--- src/rtl/muldiv_unit.sv ---
// Iterative MULT/MULTU/DIV/DIVU unit: shift-add multiply, restoring divide, one bit per cycle.
// Latency: WIDTH+1 cycles from accepted start to the done/we pulse (1 cycle on early-out paths).
// Backpressure: none; busy stalls the pipeline, and start is ignored while busy (no queueing).
// Optional feature macro: MULDIV_EARLY_OUT_EN (zero-operand multiply / zero-divisor divide skip CALC).
`ifndef WORD_SIZE
`define WORD_SIZE 32
`endif

module muldiv_unit #(
  parameter int WIDTH = `WORD_SIZE
) (
  input  logic             clk,
  input  logic             rst,
  input  logic             start,
  input  logic [1:0]       op,
  input  logic [WIDTH-1:0] src_a,
  input  logic [WIDTH-1:0] src_b,
  output logic             busy,
  output logic             done,
  output logic             hi_we,
  output logic             lo_we,
  output logic [WIDTH-1:0] hi_out,
  output logic [WIDTH-1:0] lo_out
);

  localparam int CW = $clog2(WIDTH);

  typedef enum logic [1:0] {IDLE, CALC, DONE} state_t;

  state_t           state;
  logic             is_div;
  logic             neg_q;     // product / quotient must be negated
  logic             neg_r;     // remainder must be negated (dividend was negative)
  logic             b_zero;
  logic [WIDTH-1:0] a_raw;     // original dividend, returned as remainder on divide-by-zero
  logic [WIDTH-1:0] mag_a;
  logic [WIDTH-1:0] mag_b;
  logic [WIDTH-1:0] acc;       // multiply: upper partial product; divide: partial remainder
  logic [WIDTH-1:0] work;      // multiply: multiplier shifting out; divide: dividend in / quotient out
  logic [CW-1:0]    cnt;

  logic             in_signed;
  logic [WIDTH-1:0] in_mag_a;
  logic [WIDTH-1:0] in_mag_b;
  logic             early;

  logic [WIDTH:0]     sum;
  logic [WIDTH:0]     shl;
  logic [WIDTH-1:0]   nxt_acc;
  logic [WIDTH-1:0]   nxt_work;
  logic [2*WIDTH-1:0] prod;
  logic [WIDTH-1:0]   res_hi;
  logic [WIDTH-1:0]   res_lo;

  assign hi_we = done;
  assign lo_we = done;

  // Operand magnitudes and the early-out decision, taken straight from the inputs in IDLE.
  always_comb begin
    in_signed = ~op[0];
    in_mag_a  = (in_signed && src_a[WIDTH-1]) ? -src_a : src_a;
    in_mag_b  = (in_signed && src_b[WIDTH-1]) ? -src_b : src_b;
`ifdef MULDIV_EARLY_OUT_EN
    early     = op[1] ? (src_b == '0) : ((src_a == '0) || (src_b == '0));
`else
    early     = 1'b0;
`endif
  end

  // One unsigned iteration of the core plus sign fix-up of the would-be final result.
  always_comb begin
    sum  = {1'b0, acc} + {1'b0, (work[0] ? mag_a : {WIDTH{1'b0}})};
    shl  = {acc, work[WIDTH-1]};
    prod = '0;
    if (is_div) begin
      // Low-bit subtraction is exact here: whenever shl >= mag_b the difference is below mag_b.
      if (shl >= {1'b0, mag_b}) begin
        nxt_acc  = shl[WIDTH-1:0] - mag_b;
        nxt_work = {work[WIDTH-2:0], 1'b1};
      end else begin
        nxt_acc  = shl[WIDTH-1:0];
        nxt_work = {work[WIDTH-2:0], 1'b0};
      end
      // Most-negative / -1 falls out naturally: magnitude quotient 0x80..0, no negation.
      if (b_zero) begin
        res_hi = a_raw;
        res_lo = '1;
      end else begin
        res_hi = neg_r ? -nxt_acc : nxt_acc;
        res_lo = neg_q ? -nxt_work : nxt_work;
      end
    end else begin
      nxt_acc  = sum[WIDTH:1];
      nxt_work = {sum[0], work[WIDTH-1:1]};
      prod     = {nxt_acc, nxt_work};
      if (neg_q) prod = -prod;
      res_hi   = prod[2*WIDTH-1:WIDTH];
      res_lo   = prod[WIDTH-1:0];
    end
  end

  // Control FSM with registered busy/done and result words.
  always_ff @(posedge clk or negedge rst) begin
    if (!rst) begin
      state  <= IDLE;
      busy   <= 1'b0;
      done   <= 1'b0;
      hi_out <= '0;
      lo_out <= '0;
      is_div <= 1'b0;
      neg_q  <= 1'b0;
      neg_r  <= 1'b0;
      b_zero <= 1'b0;
      a_raw  <= '0;
      mag_a  <= '0;
      mag_b  <= '0;
      acc    <= '0;
      work   <= '0;
      cnt    <= '0;
    end else begin
      done <= 1'b0;
      case (state)
        IDLE: begin
          if (start) begin
            busy   <= 1'b1;
            is_div <= op[1];
            neg_q  <= in_signed & (src_a[WIDTH-1] ^ src_b[WIDTH-1]);
            neg_r  <= in_signed & src_a[WIDTH-1];
            b_zero <= (src_b == '0);
            a_raw  <= src_a;
            mag_a  <= in_mag_a;
            mag_b  <= in_mag_b;
            acc    <= '0;
            work   <= op[1] ? in_mag_a : in_mag_b;
            cnt    <= '0;
            if (early) begin
              // Zero multiply gives 0:0; zero-divisor divide gives the same words as the long path.
              state  <= DONE;
              done   <= 1'b1;
              hi_out <= op[1] ? src_a : '0;
              lo_out <= op[1] ? '1 : '0;
            end else begin
              state <= CALC;
            end
          end
        end
        CALC: begin
          acc  <= nxt_acc;
          work <= nxt_work;
          cnt  <= cnt + 1'b1;
          if (cnt == CW'(WIDTH - 1)) begin
            state  <= DONE;
            done   <= 1'b1;
            hi_out <= res_hi;
            lo_out <= res_lo;
          end
        end
        DONE: begin
          state <= IDLE;
          busy  <= 1'b0;
        end
        default: begin
          state <= IDLE;
          busy  <= 1'b0;
        end
      endcase
    end
  end

endmodule
--- config.mk ---
export PLATFORM = sky130hd
export DESIGN_NAME = muldiv_unit
export DESIGN_NICKNAME = d
export VERILOG_FILES = /design/src/rtl/muldiv_unit.sv
export SDC_FILE = /design/constraint.sdc
export NUM_CORES = 1
export LEC_CHECK = 0
export ABC_AREA = 0
export CAP_MARGIN = 20
export CORE_MARGIN = 4
export CORE_UTILIZATION = 54
export CTS_CLUSTER_SIZE = 24
export DETAILED_ROUTE_END_ITERATION = 7
export PLACE_DENSITY_LB_ADDON = 0.25
export SLEW_MARGIN = 5
export SYNTH_ARGS = -nofsm -noshare
export SYNTH_HDL_FRONTEND = slang
export SYNTH_SLANG_ARGS = --single-unit
--- constraint.sdc ---
create_clock -name clk -period 5.4 [get_ports clk]
set_input_delay 0.54 -clock clk [delete_from_list [all_inputs] [get_ports clk]]
set_output_delay 0.54 -clock clk [all_outputs]
set_load 0.01 [all_outputs]
# After elaboration in Yosys (flattened, before gate mapping)
# Index checks and enable logic that the tools add are counted.
# totals
input_bits	69
ff_bits	237
# op_classes
mux	30
order_cmp	1
bitwise_logic	5
reduce_logical	10
eq_ne	4
n_addsub	8
# op_table
operator	n
$mux 32	17
$neg 32->32	4
$pmux 32 s2	2
$mux 64	1
$neg 64->64	1
$add 32x32->33	1
$ge 33x32->1	1
$logic_not 32->1	1
$sub 32x32->32	1
$pmux 5 s2	1
$reduce_and 2->1	5
$add 5x1->5 const B	1
$eq 5x5->1 const B	1
$mux 5	1
$mux 1	4
$mux 2	2
$ne 2x2->1 const B	2
$pmux 2 s2	1
$and 1x1->1	2
$eq 2x1->1 const B	1
$logic_and 1x1->1	2
$logic_not 2->1	1
$not 1->1	2
$pmux 1 s2	1
2 further kinds	2

# Logic depth before layout (Yosys ltp)
# logic_depth
depth_word	7
mapped_depth	23
mapped_depth_nobuf	19

# Worst setup path after synthesis
# OpenSTA, ideal clock, no wires.
# synth_path
kind	register to register
from	register acc[25]
to	register hi_out[28]
t_arrival_ns	4.774
stages_incl_launch_ff	23
setup_slack_ns	0.543
required_time_ns	5.317
cell_sequence	dfrtp_1 > ha_1 > buf_2 > a21oi_1 > o21ai_0 > or4b_2 > and3_1 > clkbuf_1 > nand3_2 > buf_1 > clkbuf_1 > nand2_1 > o21ai_0 > ha_1 > inv_1 > nor4_1 > nand4_1 > o41ai_2 > o211ai_1 > o41ai_1 > xor2_1 > o22ai_1 > o21ai_0
# synth_via
elab_chain_cells	7
# synth_lines
element	line	source
from (decl)	38	logic [WIDTH-1:0] acc;
from (signal assigned)	148	acc <= nxt_acc;
$sub 32x32->32 or $ge 33x32->1 (tied branches)	78, 77	
$mux 32	77	if (shl >= {1'b0, mag_b}) begin
$mux 32	75	if (is_div) begin
$neg 32->32	89	res_hi = neg_r ? -nxt_acc : nxt_acc;
$mux 32	89	
$mux 32	85	if (b_zero) begin
$mux 32 *	75	
to (signal assigned)	140	hi_out <= op[1] ? src_a : '0;
to (signal assigned)	154	hi_out <= res_hi;
to (decl)	22	output logic [WIDTH-1:0] hi_out,
# Mark *: on every way between the ends. The rest lies on a longest branch, timed or not. The select of a mux whose other input is x is not followed.
# A chain may end at the register's enable or synchronous reset.

# Worst setup path in the final report
# layout_path
from	register work[0]
to	register hi_out[30]
# layout_via
elab_chain_cells	5
# layout_lines
element	line	source
from (decl)	39	logic [WIDTH-1:0] work;
from (signal assigned)	134	work <= op[1] ? in_mag_a : in_mag_b;
from (signal assigned)	149	work <= nxt_work;
$mux 32 *	72	sum = {1'b0, acc} + {1'b0, (work[0] ? mag_a : {WIDTH{1'b0}})};
$add 32x32->33 *	72	
$neg 64->64	96	if (neg_q) prod = -prod;
$mux 64 *	96	
$mux 32 *	75	
# Mark *: on every way between the ends. The rest lies on a longest branch, timed or not.

==> qor.yml <==
outcome: "completed"
gr-total-overflow: 0
r2r-end: "hi_out[30]"
h-tree-depth: 1
setup_tns_ns: 0
fmax_mhz: 193
route.detailed.drc: 0
port_buffers: 136
path_depth: 13
drv_cap: 0
grt_max_degree: 115
area_delta_synth_final_pct: 14.0
cp-end-kind: "flop"
ctsHoldBuffers: 0
ys_warn_count: 0
finalMaxSlewViolations: 0
cts_tree: "built"
worst_pin_slew_ns: 1.08
grt_pass1_vias: 19400
netlist_instances: 2611
reg2regPathDepth: 13
seq_area_frac_synth_pct: 29.7
critPathBufInv: 1
synthSimpleGateAreaFrac_pct: 22.9
synth_edf_count: 0
r2r-start: "work[0]"
crit_chain: "buf_4 > and2_1 > ha_1 > and2_0 > a41oi_1 > a311oi_1 > mux2_2 > or4_4 > or3_2 > or3_1 > o41a_1 > o32ai_1 > o211ai_1"
r2r_setup_slack_ns: 0.23
ys_ff_latch: 236
synth-compound-area-share_pct: 24.4
synth.distinct_cells: 92
hold_viol: 0
gp_congestion: 1.02
clkLatencyLatePin_ns: 0.59
grt_usage_pct: 38.6
layout-drive-gt1-share_pct: 6.36
die-area_um2: 40000
synth_top_family_by_area: "compound AO/OA/AOI/OAI gates"
setup_viol: 0
root_buffer: "clkbuf_16"
die_h_um: 200
clkTransAtPathRegs_ns: 0.06
min_path_type: "primary input to asynchronous set/reset pin"
start_util_pct: 54.6
drtPass1Iterations: 6
ant_nets: 0
cts_made_buffers: 28
critPathLaunchType: "flop"
syn-cell-area_um2: 19900
core_um2: 36400
syn_avg_cell_area_um2: 7.62
hpwl_mm: 61.3
synth_flop_cell: "dfrtp_1"
arrival_ns: 5.62
vias: 20500
critPathSlowestCell: "dfrtp_1"
dr.first_iter.drc_count: 2218
synth_mux_area_share_pct: 4.31
yosys.area_share.xor_xnor_pct: 8.63
slowest_delay_ns: 0.58
final_nets: 2809
critPathTopFamily: "simple AND/OR/NAND/NOR gates"
max_slew_margin_pct: 27.2
crit_fanout: 14
grt_antenna_before_repair: 4
clock-sinks: 236
rows: 70
async_flop_share_pct: 100
path_class: "flop to flop"
routed_wl_mm: 78.4
required_ns: 5.85
die_w_um: 200
rsz0062_at_grt: "false"
grt_pass1_wl_mm: 118
synth_fa_ha_area_share_pct: 4.67
cts_buffer_depth: 3
io_pins: 137
period_share_pct: 95.8
wire_per_inst_um: 24.8
skew_ns: 0.0320
post-route-min-period_ns: 5.17
synth_fp_nets: 2753
via_per_inst: 6.49
## routing by layer
metal / global-route usage [%] / routed length (µm) / vias up
met1: 51.1 / 31000 / 9802
met5: 0 / 12 / -
met4: 20.3 / 5060 / 2
li1: - / - / 9446
met2: 60.8 / 35300 / 1060
met3: 6.92 / 6910 / 209
## cells in the final DEF (no fill, tap or decap), types with 7 or more instances in the layout
cell               n
or4_1             14
nand2b_1          15
o211a_1            9
mux2i_1           79
xor2_1            65
a21oi_1          139
and3_1            16
nand2_1          480
inv_1             76
and4_1            14
nand3_1           37
nor2_1           177
clkbuf_16         29
buf_4             73
o31ai_1           41
xnor2_1          131
o22ai_1           40
dfrtp_1          234
o211ai_1          27
nor4_1            33
and2_1            45
a31oi_1           24
o21ai_0          295
clkdlybuf4s50_1  135
o41ai_1           15
nor3_1            51
a2111oi_0          7
o21a_1            20
or3_1             19
a22o_1            15
a211oi_1          24
o31a_1            12
nor2b_1           12
or2_2             10
nand4_1           25
ha_1              71
a21o_1            21
## synth_stat cells, types with 24 or more instances
cell type  count  share of area [%]
nand2_1      482                9.1
o21ai_0      295                7.4
dfrtp_1      236                 30
nor2_1       177                3.3
clkbuf_1     145                2.7
a21oi_1      139                3.5
xnor2_1      131                5.8
mux2i_1       79                4.0
inv_1         77                1.5
ha_1          71                4.5
xor2_1        65                2.9
nor3_1        51                1.3
and2_1        45                1.4
o31ai_1       41                1.5
o22ai_1       40                1.3
nand3_1       37               0.93
nor4_1        35                1.1
o211ai_1      27                1.0
nand4_1       25               0.79
a211oi_1      24               0.91
a31oi_1       24               0.75
## flip-flops by register name, indices dropped and copies added, names as in the netlist
signal and cells:
neg_q 1, busy 1, mag_b 32, state 2, acc 32, done 1, cnt 5, lo_out 32
a_raw 32, mag_a 31, b_zero 1, hi_out 32, work 32, neg_r 1, is_div 1
## logic make-up (layout without fill, tap and decap cells)
family / after synthesis / after routing
simple gates: 986 / 986
xor+xnor: 196 / 196
other cells: 0 / 3
compound gates: 771 / 771
flops: 236 / 236
fa+ha+maj: 73 / 73
mux: 85 / 85
buf+inv: 264 / 342
## worst max-delay path by stage
| stage | slack [ns] | start | endpoint |
|---|---|---|---|
| 2_1_floorplan | 0.54 | acc[25] | hi_out[28] |
| 3_3_place_gp | 0.36 | work[0] | hi_out[31] |
| 3_5_place_dp | 0.18 | acc[5] | hi_out[30] |
| 4_1_cts | 0.16 | acc[5] | hi_out[30] |
| 5_1_grt | 0.04 | work[0] | hi_out[30] |
| 6_report | 0.23 | work[0] | hi_out[30] |
## area by class of cell
class	instances	area, µm²
inverter	80	300
antenna	3	7.51
clock inverter	13	163
sequential	236	5910
multi-input combinational	2111	13000
fill	3325	13800
timing repair buffer	210	1930
clock buffer	39	823
tap	468	586
## what timing repair did
action                                  in CTS  in global routing
endpoints found under the setup margin       0                  8
setup buffers                                0                  2
gates resized for setup                      0                  2
## stage by stage
step           cells  cell area (µm²)  worst slack (ns)  utilization [%]  hold WS [ns]
3_3_place_gp    3102            21600             0.357             59.4         0.454
2_1_floorplan   2611            19900             0.543                -         0.244
6_report        3160            22700             0.229             62.2        0.0207
3_5_place_dp    3102            21600             0.183             59.4         0.462
5_1_grt         3157            22700            0.0383             62.2        0.0952
4_1_cts         3154            22600             0.156             62.1        0.0577
Power is left out: the tool's default activity adds up to more than one toggle a clock period on the data nets, which glitch-free logic cannot reach.
